--- src/rtl/inflation_pkg.sv ---
// Shared definitions for the map-inflation datapath: scheduler state encoding,
// pad value, kernel half-height and the element packing order used by the unpacker.
package inflation_pkg;

  typedef logic [2:0] sched_state_t;

  localparam sched_state_t ST_IDLE  = 3'd0;
  localparam sched_state_t ST_FETCH = 3'd1;
  localparam sched_state_t ST_WAIT  = 3'd2;
  localparam sched_state_t ST_SEND  = 3'd3;
  localparam sched_state_t ST_DONE  = 3'd4;

  localparam int PAD_VALUE = 0;

  function automatic int half_of(input int kernel_size);
    return kernel_size / 2;
  endfunction

  // Element i of a packed word sits at bits [(i+1)*dw-1 -: dw].
  function automatic int slot_lsb(input int i, input int dw);
    return i * dw;
  endfunction

endpackage

--- src/rtl/inflation_scan_scheduler_coord.sv ---
// Raster-order row/column counter for the scan scheduler: one step advances the
// column, wrapping into the next row; flags mark the last column and last cell.
module scan_coord_counter
  import inflation_pkg::*;
#(
  parameter int COORD_WIDTH = 10
) (
  input  logic                   clk,
  input  logic                   rst,
  input  logic                   clear,
  input  logic                   step,
  input  logic [COORD_WIDTH-1:0] width,
  input  logic [COORD_WIDTH-1:0] height,
  output logic [COORD_WIDTH-1:0] row,
  output logic [COORD_WIDTH-1:0] col,
  output logic                   last_col,
  output logic                   last_cell
);

  assign last_col  = (col == width - COORD_WIDTH'(1));
  assign last_cell = last_col && (row == height - COORD_WIDTH'(1));

  always_ff @(posedge clk) begin
    if (rst || clear) begin
      row <= '0;
      col <= '0;
    end else if (step) begin
      if (last_col) begin
        col <= '0;
        row <= row + COORD_WIDTH'(1);
      end else begin
        col <= col + COORD_WIDTH'(1);
      end
    end
  end

endmodule

--- src/rtl/inflation_scan_scheduler.sv ---
// Scans the occupancy map in raster order and packs each cell's vertical kernel
// column into one AXI-Stream word. Optional stall counter: SCHED_PERF_CNT_EN.
module inflation_scan_scheduler
  import inflation_pkg::*;
#(
  parameter int KERNEL_SIZE = 3,
  parameter int DATA_WIDTH  = 8,
  parameter int COORD_WIDTH = 10,
  parameter int ADDR_WIDTH  = 16
) (
  input  logic                              clk,
  input  logic                              rst,
  input  logic                              start,
  input  logic [COORD_WIDTH-1:0]            cfg_width,
  input  logic [COORD_WIDTH-1:0]            cfg_height,
  output logic                              busy,
  output logic                              done,
  output logic                              mem_rd_en,
  output logic [ADDR_WIDTH-1:0]             mem_rd_addr,
  input  logic [DATA_WIDTH-1:0]             mem_rd_data,
  output logic                              m_axis_tvalid,
  output logic [KERNEL_SIZE*DATA_WIDTH-1:0] m_axis_tdata,
  output logic                              m_axis_tlast,
  input  logic                              m_axis_tready,
  output logic [2:0]                        dbg_state
`ifdef SCHED_PERF_CNT_EN
  ,output logic [31:0]                      perf_stall_cycles
`endif
);

  // m_axis handshake: a word transfers in any cycle with tvalid && tready; once
  // tvalid is up, tdata/tlast stay frozen and tvalid holds until that transfer.
  localparam int HALF = half_of(KERNEL_SIZE);
  localparam int IW   = (KERNEL_SIZE > 1) ? $clog2(KERNEL_SIZE) : 1;
  localparam int KW   = COORD_WIDTH + 1;
  localparam int WW   = KERNEL_SIZE * DATA_WIDTH;
  localparam logic [KW-1:0]         HALF_K = KW'(HALF);
  localparam logic [ADDR_WIDTH-1:0] HALF_A = ADDR_WIDTH'(HALF);
  localparam logic [IW-1:0]         IDX_LAST = IW'(KERNEL_SIZE - 1);

  sched_state_t            state_q;
  logic [IW-1:0]           idx;
  logic [COORD_WIDTH-1:0]  w_q, h_q;
  logic [ADDR_WIDTH-1:0]   row0_base, elem_base, start_base, w_step;
  logic                    rd_pend;
  logic [IW-1:0]           rd_slot;
  logic [WW-1:0]           slots;

  logic [COORD_WIDTH-1:0]  row, col;
  logic                    last_col, last_cell;
  logic                    start_ok, zero_dim, hs, fetch_rd, in_range;
  logic signed [KW-1:0]    row_k;

  assign start_ok = (state_q == ST_IDLE) && start;
  assign zero_dim = (cfg_width == '0) || (cfg_height == '0);
  assign hs       = (state_q == ST_SEND) && m_axis_tready;
  assign w_step   = ADDR_WIDTH'(w_q);
  // Base of the topmost kernel row for row 0 sits HALF rows above the map.
  assign start_base = '0 - HALF_A * ADDR_WIDTH'(cfg_width);

  // Signed row index of the element being fetched; negative means above the map.
  assign row_k    = $signed({1'b0, row} - HALF_K + KW'(idx));
  assign in_range = !row_k[KW-1] && (row_k < $signed({1'b0, h_q}));
  assign fetch_rd = (state_q == ST_FETCH) && in_range;

  scan_coord_counter #(
    .COORD_WIDTH(COORD_WIDTH)
  ) u_coord (
    .clk      (clk),
    .rst      (rst),
    .clear    (start_ok),
    .step     (hs && !last_cell),
    .width    (w_q),
    .height   (h_q),
    .row      (row),
    .col      (col),
    .last_col (last_col),
    .last_cell(last_cell)
  );

  assign mem_rd_en     = fetch_rd;
  assign mem_rd_addr   = fetch_rd ? (elem_base + ADDR_WIDTH'(col)) : '0;
  assign busy          = (state_q != ST_IDLE);
  assign done          = (state_q == ST_DONE);
  assign m_axis_tvalid = (state_q == ST_SEND);
  assign m_axis_tlast  = m_axis_tvalid && last_cell;
  assign m_axis_tdata  = slots;
  assign dbg_state     = state_q;

  always_ff @(posedge clk) begin
    if (rst) begin
      state_q   <= ST_IDLE;
      idx       <= '0;
      w_q       <= '0;
      h_q       <= '0;
      row0_base <= '0;
      elem_base <= '0;
      rd_pend   <= 1'b0;
      rd_slot   <= '0;
      slots     <= '0;
    end else begin
      rd_pend <= fetch_rd;
      rd_slot <= idx;
      if (rd_pend) begin
        slots[slot_lsb(int'(rd_slot), DATA_WIDTH) +: DATA_WIDTH] <= mem_rd_data;
      end
      case (state_q)
        ST_IDLE: begin
          if (start) begin
            w_q       <= cfg_width;
            h_q       <= cfg_height;
            idx       <= '0;
            row0_base <= start_base;
            elem_base <= start_base;
            state_q   <= zero_dim ? ST_DONE : ST_FETCH;
          end
        end
        ST_FETCH: begin
          elem_base <= elem_base + w_step;
          if (!in_range) begin
            slots[slot_lsb(int'(idx), DATA_WIDTH) +: DATA_WIDTH] <= DATA_WIDTH'(PAD_VALUE);
          end
          if (idx == IDX_LAST) begin
            idx     <= '0;
            state_q <= ST_WAIT;
          end else begin
            idx <= idx + IW'(1);
          end
        end
        ST_WAIT: state_q <= ST_SEND;
        ST_SEND: begin
          if (m_axis_tready) begin
            if (last_cell) begin
              state_q <= ST_DONE;
            end else begin
              state_q <= ST_FETCH;
              if (last_col) begin
                row0_base <= row0_base + w_step;
                elem_base <= row0_base + w_step;
              end else begin
                elem_base <= row0_base;
              end
            end
          end
        end
        ST_DONE: state_q <= ST_IDLE;
        default: state_q <= ST_IDLE;
      endcase
    end
  end

`ifdef SCHED_PERF_CNT_EN
  always_ff @(posedge clk) begin
    if (rst || start_ok) begin
      perf_stall_cycles <= '0;
    end else if ((state_q == ST_SEND) && !m_axis_tready && (perf_stall_cycles != '1)) begin
      perf_stall_cycles <= perf_stall_cycles + 32'd1;
    end
  end
`endif

endmodule
--- config.mk ---
export PLATFORM = sky130hd
export DESIGN_NAME = inflation_scan_scheduler
export DESIGN_NICKNAME = d
export VERILOG_FILES = /design/src/rtl/inflation_pkg.sv /design/src/rtl/inflation_scan_scheduler_coord.sv /design/src/rtl/inflation_scan_scheduler.sv
export SDC_FILE = /design/constraint.sdc
export NUM_CORES = 1
export LEC_CHECK = 0
export BUFFER_PORTS_ARGS = -buffer_cell sky130_fd_sc_hd__buf_2
export CAP_MARGIN = 20
export CELL_PAD_IN_SITES_DETAIL_PLACEMENT = 0
export CELL_PAD_IN_SITES_GLOBAL_PLACEMENT = 1
export CORE_MARGIN = 2
export CORE_UTILIZATION = 45
export CTS_BUF_LIST = sky130_fd_sc_hd__clkbuf_2
export DETAILED_ROUTE_END_ITERATION = 12
export GPL_TIMING_DRIVEN = 0
export PLACE_DENSITY = 0.81
export SETUP_SLACK_MARGIN = 0.3
export SKIP_CTS_REPAIR_TIMING = 1
export SYNTH_ARGS = -nofsm -noshare
export SYNTH_HDL_FRONTEND = slang
export SYNTH_SLANG_ARGS = --single-unit
--- constraint.sdc ---
create_clock -name clk -period 8.9 [get_ports clk]
set_input_delay 0.445 -clock clk [delete_from_list [all_inputs] [get_ports clk]]
set_output_delay 0.445 -clock clk [all_outputs]
set_load 0.01 [all_outputs]
# After elaboration in Yosys (flattened, before gate mapping)
# Cells that the tools add are included.
[op_classes]
magnitude_cmp = 1
n_addsub = 13
reduce_logical = 24
n_mux = 23
eq_ne = 11
shifts = 4
[ops]
columns = ["operator", "n"]
rows = [
  ["$mux W24", 4],
  ["$mux W16", 5],
  ["$neg A5 Y33", 2],
  ["$shift A8 B33 Y24 const A", 2],
  ["$add A16 B10 Y16", 3],
  ["$bwmux W24", 2],
  ["$pmux W16 S3", 1],
  ["$shiftx A8 B33 Y24", 1],
  ["$shiftx A8 B33 Y24 const A", 1],
  ["$pmux W16 S2", 1],
  ["$add A10 B1 Y10 const B", 2],
  ["$eq A10 B10 Y1", 2],
  ["$logic_not A10 Y1", 2],
  ["$sub A10 B1 Y10 const B", 2],
  ["$mux W3", 5],
  ["$pmux W3 S4", 1],
  ["$add A11 B2 Y11", 1],
  ["$lt A11 B11 Y1", 1],
  ["$sub A1 B10 Y11 const A", 1],
  ["$sub A10 B1 Y11 const B", 1],
  ["$mux W10", 1],
  ["$reduce_and A4 Y1", 2],
  ["$logic_and A1 B1 Y1", 7],
  ["$eq A3 B2 Y1 const B", 2],
  ["other kinds (15)", 24],
]
[word_totals]
word_cells = 87
register_bits = 104
in_bits = 32

# Longest topological paths before layout
# Gate-level depths: netlist (run 1).
[depth]
depth_word = 8
ltp_mapped = 19
mapped_depth_nobuf = 17

# Modules after synthesis
# A second synthesis (run 1) with hierarchy kept.
[unflattened]
cells_unflattened = 1033
area_unflattened_um2 = 8200.4
[by_module_without_submodules]
columns = ["module", "instances", "cells_per_inst", "area_each_um2"]
rows = [
  ["inflation_scan_scheduler", 1, 842, 6651.4],
  ["scan_coord_counter", 1, 191, 1549.0],
]

# Worst setup path before layout (run 1)
# No wires, ideal clock.
[synth_timing]
path_kind = "register to output"
from = "register idx[1]"
to = "output mem_rd_addr[10]"
path_slack_ns = 4.536
required_time_ns = 8.455
path_stages_with_launch = 20
arrival_ns = 3.919
cell_sequence = "dfxtp_1 -> inv_1 -> ha_1 -> inv_1 -> ha_1 -> fa_1 -> a21o_1 -> a21oi_1 -> o21bai_1 -> a21oi_1 -> o21bai_1 -> a21oi_1 -> xnor2_1 -> ha_1 -> o21ai_0 -> o311ai_0 -> nand2b_1 -> clkbuf_1 -> buf_1 -> nor2_1"
[synth_via]
elab_chain_len = 5
[synth_lines]
columns = ["item", "line_no", "rtl"]
rows = [
  ["start: declaration", "inflation_scan_scheduler.sv:42", "logic [IW-1:0] idx;"],
  ["start signal: assignment", "inflation_scan_scheduler.sv:127", "idx <= idx + IW'(1);"],
  ["$add A11 B2 Y11 *", "inflation_scan_scheduler.sv:62", "assign row_k = $signed({1'b0, row} - HALF_K + KW'(idx));"],
  ["$lt A11 B11 Y1 or $logic_not A1 Y1 (tied branches)", "inflation_scan_scheduler.sv:63", "assign in_range = !row_k[KW-1] && (row_k < $signed({1'b0, h_q}));"],
  ["$logic_and A1 B1 Y1 *", "inflation_scan_scheduler.sv:63", ""],
  ["$logic_and A1 B1 Y1 *", "inflation_scan_scheduler.sv:64", "assign fetch_rd = (state_q == ST_FETCH) && in_range;"],
  ["$mux W16 *", "inflation_scan_scheduler.sv:82", "assign mem_rd_addr = fetch_rd ? (elem_base + ADDR_WIDTH'(col)) : '0;"],
  ["end: declaration", "inflation_scan_scheduler.sv:19", "output logic [ADDR_WIDTH-1:0] mem_rd_addr,"],
]
# Mark *: on every way between the ends. The rest lies on a longest branch, timed or not.

# Worst setup path after layout (run 1)
[layout_timing]
from = "register idx[1]"
to = "output mem_rd_addr[14]"
# Same word-level chain as after synthesis.

==> impl_metrics.py, run 1 <==
metrics = {
    "critical_path": {
        "cp_data_arrival_time_ns": 5.68,
        "r2r_slack_ns": 3.87,
        "reg2reg_to": "rd_pend$_SDFF_PP0_",
        "cp_slowest_cell": "dfxtp_1",
        "crit_chain": "inv_1, ha_1, inv_1, ha_1, fa_1, a21o_1, a21oi_1, o21bai_1, a21oi_1, o21bai_1, a21oi_1, xnor2_1, ha_1, o21ai_0, o311ai_0, clkdlybuf4s18_2, nand2b_1, clkbuf_1, buf_1, nor2_1, buf_2",
        "start_kind": "register",
        "crit_start": "idx[1]$_SDFFE_PP0P_",
        "crit_family": "compound AO/OA/AOI/OAI gates",
        "crit_type": "reg2out",
        "max_stage_delay_ns": 0.49,
        "cp.required_ns": 8.46,
        "endpoint": "mem_rd_addr[14]",
        "worst-path-max-fanout": 10,
        "cp.depth": 21,
        "cp_num_buf_inv": 6,
        "rr_worst_depth": 20,
        "cp-end-kind": "output port",
        "timing.rr.start": "idx[1]$_SDFFE_PP0P_",
    },
    "clock_network": {
        "clock_path_buffers": 2,
        "clkTransAtPathRegs_ns": 0.33,
        "clock_sinks": 104,
        "cts_tree": "built",
        "cts-htree-levels": 3,
        "clk_latency_ns": 0.66,
        "root_buffer": "clkbuf_2",
        "numCtsBuffers": 9,
    },
    "synthesis": {
        "synth_edf_count": 0,
        "synth-seq-area-share": 0.273,
        "syn_inst": 972,
        "ys_warn_count": 0,
        "synth.largest_area_cell": "dfxtp_1",
        "avgSynthCellArea_um2": 7.84,
        "syn_area_um2": 7620,
        "synth.distinct_cells": 71,
        "ys.flop_type": "dfxtp_1",
        "ys_ff_latch": 104,
        "synth.net_count": 1073,
        "ys_async_sr_fraction": 0,
        "netlist.area_leader.share": 0.273,
        "synth_area_leaders": "dfxtp_1 (27%), ha_1 (11%), xnor2_1 (5.6%), nand2_1 (5.4%), nor2_1 (5.4%)",
    },
    "timing": {
        "slew_headroom": 0.402,
        "finalSetupViolCount": 0,
        "min_period_ns": 6.13,
        "rsz0062_at_grt": "false",
        "tightest_slew_ns": 0.894,
        "setup_tns_ns": 0,
        "max_freq_mhz": 163,
        "hold_viol": 0,
        "slew_violations": 0,
        "period_share": 0.689,
        "clock_skew_ns": 0.0362,
        "hold_slack_ns": 0.0118,
    },
    "final_layout": {
        "fin_nets": 1172,
        "fin_cells": 1297,
        "ff_latch_area_um2": 2080,
        "multi_input_area_um2": 5150,
        "layout_common_cells": "nor2_1 (109), nand2_1 (109), dfxtp_1 (104)",
        "fillers": 1727,
        "fin_util": 0.513,
        "syn2layout_area_growth_pct": 11.6,
        "drive_gt1_frac": 0.122,
    },
    "placement": {
        "place_inst": 1274,
        "io_buffers": 79,
        "gp_congestion": 0.948,
        "dp_hpwl_mm": 17.2,
    },
    "job": {
        "drv_cap": 0,
    },
    "outcome": {
        "status": "completed",
    },
    "global_routing": {
        "grt_pass1_wl_mm": 35.2,
        "antenna_found_initial": 1,
        "grt_pass1_vias": 6545,
        "gr-usage-all-layers": 0.248,
        "globalRoute.totalOverflow": 0,
        "grt_max_degree": 19,
    },
    "routing": {
        "first_pass_iters": 5,
        "routed_wirelength_mm": 22.5,
        "viasPerCell": 5.72,
        "drtAntennaViolNets": 0,
        "drt-wirelength-per-cell_um": 17.3,
        "drtIter0Drc": 535,
        "drc": 0,
        "num_vias": 7418,
    },
    "floorplan": {
        "core_um2": 16600,
        "std_cell_rows": 47,
        "start_util": 0.459,
        "die_x_um": 134,
        "ioPinCount": 80,
        "dieArea_um2": 18000,
        "die_y_um": 134,
    },
    "power": {
        "power_leakage_nw": 3.59,
        "powerDensity_nw_per_um2": 184,
        "ir_worst_vdd_uv": 69.1,
    },
    "hold_path": {
        "hold_path.class": "in2reg",
        "holdPathStages": 3,
    },
}
[cell usage after synthesis (6+ instances only)]
master / count
nand2_1: 109
nor2_1: 109
dfxtp_1: 104
ha_1: 65
a21oi_1: 64
inv_1: 61
xnor2_1: 49
o21ai_0: 43
nor3_1: 29
xor2_1: 29
a22oi_1: 28
nand3_1: 28
clkbuf_1: 22
or3_1: 16
a31oi_1: 12
o211ai_1: 12
a211oi_1: 11
nand2b_1: 11
o31ai_1: 11
a21o_1: 10
nor4_1: 10
a311oi_1: 8
and2_1: 8
and3_1: 7
buf_2: 7
mux2_2: 6
mux2i_1: 6
o2111ai_1: 6
o21a_1: 6
o21bai_1: 6
[cell families (layout without fill, tap and decap cells)]
family | count (synthesis) | count (layout) | share of synthesized area
AND/OR/NAND/NOR | 348 | 348 | 0.209
AO/OA/AOI/OAI | 264 | 264 | 0.243
flip-flops | 104 | 104 | 0.273
buffers and inverters | 97 | 201 | 0.0514
XOR/XNOR | 78 | 78 | 0.0897
adder cells (fa/ha/maj) | 69 | 69 | 0.117
multiplexers | 12 | 12 | 0.0167
other | 0 | 1 | 0
[metrics by stage]
step	total power, mW	setup WS [ns]	instance area [um2]
after floorplan	1.12	4.54	7620
after global placement	1.30	3.17	8290
after detailed placement	1.31	3.48	8320
after CTS	1.56	2.71	8440
after global routing	1.68	2.16	8500
final	1.56	2.77	8500
[worst register-to-register path, stage by stage, from the launching register on]
cell	delay (ns)
dfxtp_1	0.49
inv_1	0.08
ha_1	0.28
inv_1	0.04
ha_1	0.21
fa_1	0.42
a21o_1	0.19
a21oi_1	0.22
o21bai_1	0.10
a21oi_1	0.25
o21bai_1	0.09
a21oi_1	0.18
xnor2_1	0.10
ha_1	0.27
o21ai_0	0.07
o311ai_0	0.37
clkdlybuf4s18_2	0.33
nand2b_1	0.18
clkbuf_1	0.39
buf_1	0.48
nor2_1	0.15
[power breakdown]
| part | internal (mW) | total (mW) | leakage (nW) | switching, mW |
|---|---|---|---|---|
| logic | 0.281 | 0.703 | 2.67 | 0.421 |
| registers | 0.527 | 0.610 | 0.850 | 0.0833 |
| clock network | 0.0686 | 0.249 | 0.0714 | 0.181 |
[layer usage]
metal | vias up | global-route usage | part of all wire
li1 | 3710 | - | -
met1 | 3461 | 0.373 | 0.49
met2 | 220 | 0.372 | 0.43
met3 | 27 | 0.0306 | 0.061
met4 | 0 | 0.0696 | 0.018
met5 | - | 0 | 0
[final cells by class]
cell class              instances  share of cell area
multi-input cells             771               0.606
flip-flops and latches        104               0.245
repair buffers                 88              0.0559
well taps                     220              0.0324
inverters                      61              0.0269
plain buffers                  36              0.0191
clock inverters                 7             0.00898
clock buffers                   9             0.00530
diodes                          1            0.000294
[worst min-delay path by stage]
stage | startpoint | end | slack, ns
after detailed placement | row0_base[0]$_SDFFE_PP0P_ | row0_base[0]$_SDFFE_PP0P_ | 0.47
final | cfg_height[4] | h_q[4]$_SDFFE_PP0P_ | 0.01
after global routing | cfg_height[4] | h_q[4]$_SDFFE_PP0P_ | 0.002
after CTS | cfg_height[9] | h_q[9]$_SDFFE_PP0P_ | -0.04
after global placement | row0_base[0]$_SDFFE_PP0P_ | row0_base[0]$_SDFFE_PP0P_ | 0.47
after floorplan | row0_base[0]$_SDFFE_PP0P_ | row0_base[0]$_SDFFE_PP0P_ | 0.45
[state kept, by name (all words and copies together) (netlist names)]
| name | flops |
|---|---|
| rd_pend | 1 |
| u_coord.col | 10 |
| idx | 2 |
| h_q | 10 |
| rd_slot | 2 |
| u_coord.row | 10 |
| elem_base | 16 |
| dbg_state | 3 |
| row0_base | 16 |
| w_q | 10 |
| m_axis_tdata | 24 |
No activity file was read; power rests on OpenSTA's default activity.
==> inputs of run 2 (changes only) <==
--- a/config.mk
+++ b/config.mk
@@ -5,16 +5,17 @@
 export SDC_FILE = /design/constraint.sdc
 export NUM_CORES = 1
 export LEC_CHECK = 0
+export ABC_AREA = 1
 export BUFFER_PORTS_ARGS = -buffer_cell sky130_fd_sc_hd__buf_2
 export CAP_MARGIN = 20
 export CELL_PAD_IN_SITES_DETAIL_PLACEMENT = 0
 export CELL_PAD_IN_SITES_GLOBAL_PLACEMENT = 1
 export CORE_MARGIN = 2
-export CORE_UTILIZATION = 45
+export CORE_UTILIZATION = 39
 export CTS_BUF_LIST = sky130_fd_sc_hd__clkbuf_2
 export DETAILED_ROUTE_END_ITERATION = 12
 export GPL_TIMING_DRIVEN = 0
-export PLACE_DENSITY = 0.81
+export PLACE_DENSITY = 0.77
 export SETUP_SLACK_MARGIN = 0.3
 export SKIP_CTS_REPAIR_TIMING = 1
 export SYNTH_ARGS = -nofsm -noshare
==> constraint.sdc (replaced) <==
create_clock -name clk -period 5.5 [get_ports clk]
set_input_delay 0.275 -clock clk [delete_from_list [all_inputs] [get_ports clk]]
set_output_delay 0.275 -clock clk [all_outputs]
set_load 0.01 [all_outputs]
==> run 2 against run 1 <==
Against the previous run:
- the run now ends with hold timing left
- critical endpoint is now mem_rd_addr[4]
- via count grew 16%
- critical path depth is the same
- non-clock buffer count grew 14
- worst hold slack lost 0.030 ns
- critical path type unchanged
- first-iteration DRC count grew 12%
- register-to-register slack lost 2.1 ns
- wire length grew 19%
==> impl_metrics.py, run 2 <==
metrics = {
    "critical_path": {
        "rr_worst_depth": 19,
        "crit_chain": "inv_1, ha_1, inv_1, ha_1, fa_1, nand3_1, nand2_1, a21oi_1, o21ai_0, nand2_1, nand2_1, a21oi_1, xnor2_1, ha_1, o21bai_1, a21oi_1, and2_1, nand2_2, clkbuf_2, nor2_1, buf_2",
        "timing.rr.start": "u_coord.row[1]$_SDFFE_PP0P_",
        "crit_type": "reg2out",
        "cp_slowest_cell": "dfxtp_1",
        "cp_num_buf_inv": 4,
        "max_stage_delay_ns": 0.46,
        "worst-path-max-fanout": 10,
        "crit_start": "u_coord.row[1]$_SDFFE_PP0P_",
        "cp.required_ns": 5.22,
        "start_kind": "register",
        "cp-end-kind": "output port",
        "crit_family": "adder cells",
        "reg2reg_to": "m_axis_tdata[12]$_SDFF_PP0_",
        "r2r_slack_ns": 1.74,
        "cp_data_arrival_time_ns": 4.49,
    },
    "timing": {
        "rsz0062_at_grt": "false",
        "clock_skew_ns": 0.0888,
        "tightest_slew_ns": 0.895,
        "finalSetupViolCount": 0,
        "slew_violations": 0,
        "worst_slack_ns": 0.732,
        "min_period_ns": 4.77,
        "slew_headroom": 0.399,
        "setup_tns_ns": 0,
        "period_share": 0.867,
        "hold_slack_ns": -0.0179,
        "hold_viol": 1,
        "max_freq_mhz": 210,
    },
    "routing": {
        "routed_wirelength_mm": 26.7,
        "drc": 0,
        "num_vias": 8625,
        "viasPerCell": 4.97,
        "drtIter0Drc": 601,
        "drtAntennaViolNets": 0,
        "drt-wirelength-per-cell_um": 15.4,
        "first_pass_iters": 5,
    },
    "power": {
        "switchingPower_mw": 1.71,
        "power.total_mw": 3.35,
        "powerDensity_nw_per_um2": 353,
        "switching_share": 0.509,
        "p_int_mw": 1.64,
        "power_leakage_nw": 4.74,
        "clock_power_share": 0.117,
        "p_seq_frac": 0.320,
        "ir_worst_vdd_uv": 170,
        "p_comb_frac": 0.563,
    },
    "outcome": {
        "status": "complete, but fails checks",
        "violations": "hold timing",
    },
    "placement": {
        "dp_hpwl_mm": 21.0,
        "gp_congestion": 0.908,
        "dpl_cell_area_um2": 9090,
        "preCtsSetupSlack_ns": 1.17,
        "io_buffers": 79,
    },
    "hold_path": {
        "min_to": "w_q[4]$_SDFFE_PP0P_",
        "hold_start": "cfg_width[4]",
        "holdPathStages": 3,
        "hold_path.class": "in2reg",
    },
    "synthesis": {
        "netlist.area_leader.share": 0.249,
        "synth.net_count": 1435,
        "synthSimpleGateAreaFrac": 0.360,
        "synthAdderAreaFrac": 0.107,
        "synth_area_leaders": "dfxtp_1 (25%), nand2_1 (16%), ha_1 (9.7%), nor2_1 (8.0%), inv_1 (7.1%)",
        "ys_ff_latch": 104,
        "ys.flop_type": "dfxtp_1",
        "yosysMostFrequentCell": "nand2_1",
        "synth-seq-area-share": 0.249,
        "syn_inst": 1334,
        "synthMuxAreaShare": 0,
        "synth_compound_area_frac": 0.136,
        "avgSynthCellArea_um2": 6.26,
        "ys_async_sr_fraction": 0,
        "syn_area_um2": 8350,
        "ys_warn_count": 0,
        "synth_xor_xnor_area_share": 0.0535,
        "synth_top_family_by_area": "simple AND/OR/NAND/NOR gates",
        "synth.largest_area_cell": "dfxtp_1",
        "synth.distinct_cells": 44,
        "yosys-top-cells-count": "nand2_1 (365), nor2_1 (179), inv_1 (157)",
        "synth_edf_count": 0,
    },
    "clock_network": {
        "root_buffer": "clkbuf_2",
        "clock_sinks": 104,
        "cts_tree": "built",
        "numCtsBuffers": 9,
        "cts-htree-levels": 3,
        "clkTransAtPathRegs_ns": 0.34,
        "clk_latency_ns": 0.72,
        "clock_path_buffers": 2,
    },
    "global_routing": {
        "grt_pass1_vias": 7730,
        "grt_max_degree": 20,
        "globalRoute.totalOverflow": 0,
        "antenna_found_initial": 1,
        "grt_pass1_wl_mm": 41.8,
        "gr-usage-all-layers": 0.238,
    },
    "floorplan": {
        "std_cell_rows": 53,
        "dieArea_um2": 22600,
        "die_x_um": 150,
        "start_util": 0.397,
        "ioPinCount": 80,
        "core_um2": 21000,
        "die_y_um": 150,
    },
    "final_layout": {
        "layout_common_cells": "nand2_1 (364), nor2_1 (179), inv_1 (157)",
        "syn2layout_area_growth_pct": 13.7,
        "fin_nets": 1554,
        "final_common_cell": "nand2_1",
        "drive_gt1_frac": 0.104,
        "fillers": 2299,
        "largest_reg_flops": 24,
        "stdcell_area_um2": 9490,
    },
    "job": {
        "drv_cap": 0,
    },
}
==> run 2: how the worst max path moves through the flow <==
| stage | cells past startpoint | to |
|---|---|---|
| after floorplan | 20 | mem_rd_addr[11] |
| final | 21 | mem_rd_addr[4] |
| after global routing | 21 | mem_rd_addr[4] |
| after global placement | 21 | mem_rd_addr[13] |
| after detailed placement | 21 | mem_rd_addr[13] |
| after CTS | 21 | mem_rd_addr[13] |
==> run 2: logic make-up after synthesis <==
kind of cell    after synthesis
flops                       104
simple gates                712
xor+xnor                     51
fa+ha+maj                    69
buf+inv                     195
compound gates              203
==> run 2: final cells by class <==
type / instances / area (um2) / area share
Antenna cell: 1 / 2.50 / 0.000264
Buffer: 30 / 166 / 0.0175
Clock buffer: 9 / 45.0 / 0.00475
Clock inverter: 7 / 63.8 / 0.00672
Inverter: 165 / 619 / 0.0653
Multi-Input combinational cell: 1035 / 5480 / 0.578
Sequential cell: 104 / 2080 / 0.219
Tap cell: 275 / 344 / 0.0363
Timing Repair Buffer: 108 / 686 / 0.0722
==> run 2: worst register-to-register path: cells and delay by family, from the launching register on <==
| kind | cells | cell delay (ns) |
|---|---|---|
| adder cells (fa/ha/maj) | 4 | 1.21 |
| AO/OA/AOI/OAI | 3 | 0.82 |
| AND/OR/NAND/NOR | 8 | 0.79 |
| flip-flops | 1 | 0.46 |
| buffers and inverters | 3 | 0.21 |
| XOR/XNOR | 1 | 0.15 |
==> run 2: per-stage QoR <==
stage | hold slack [ns] | instances | utilization
2_1_floorplan | 0.344 | 1334 | -
6_report | -0.0179 | 1734 | 0.452
3_5_place_dp | 0.453 | 1688 | 0.432
3_3_place_gp | 0.448 | 1688 | 0.432
5_1_grt | 0.00725 | 1734 | 0.452
4_1_cts | -0.206 | 1704 | 0.437
==> run 2: power groups by stage <==
stage	clock network (mW)	logic (mW)	registers, mW
after floorplan	0	1.43	1.03
after global placement	0	1.84	1.08
after detailed placement	0	1.85	1.08
after CTS	0.405	1.86	1.07
after global routing	0.423	2.18	1.09
final	0.392	1.89	1.07
==> run 2: metal layers <==
metal  global-route usage  share of wire
met4               0.0575          0.017
met1                0.347           0.49
met2                0.371           0.43
met5                    0              0
met3               0.0324          0.063
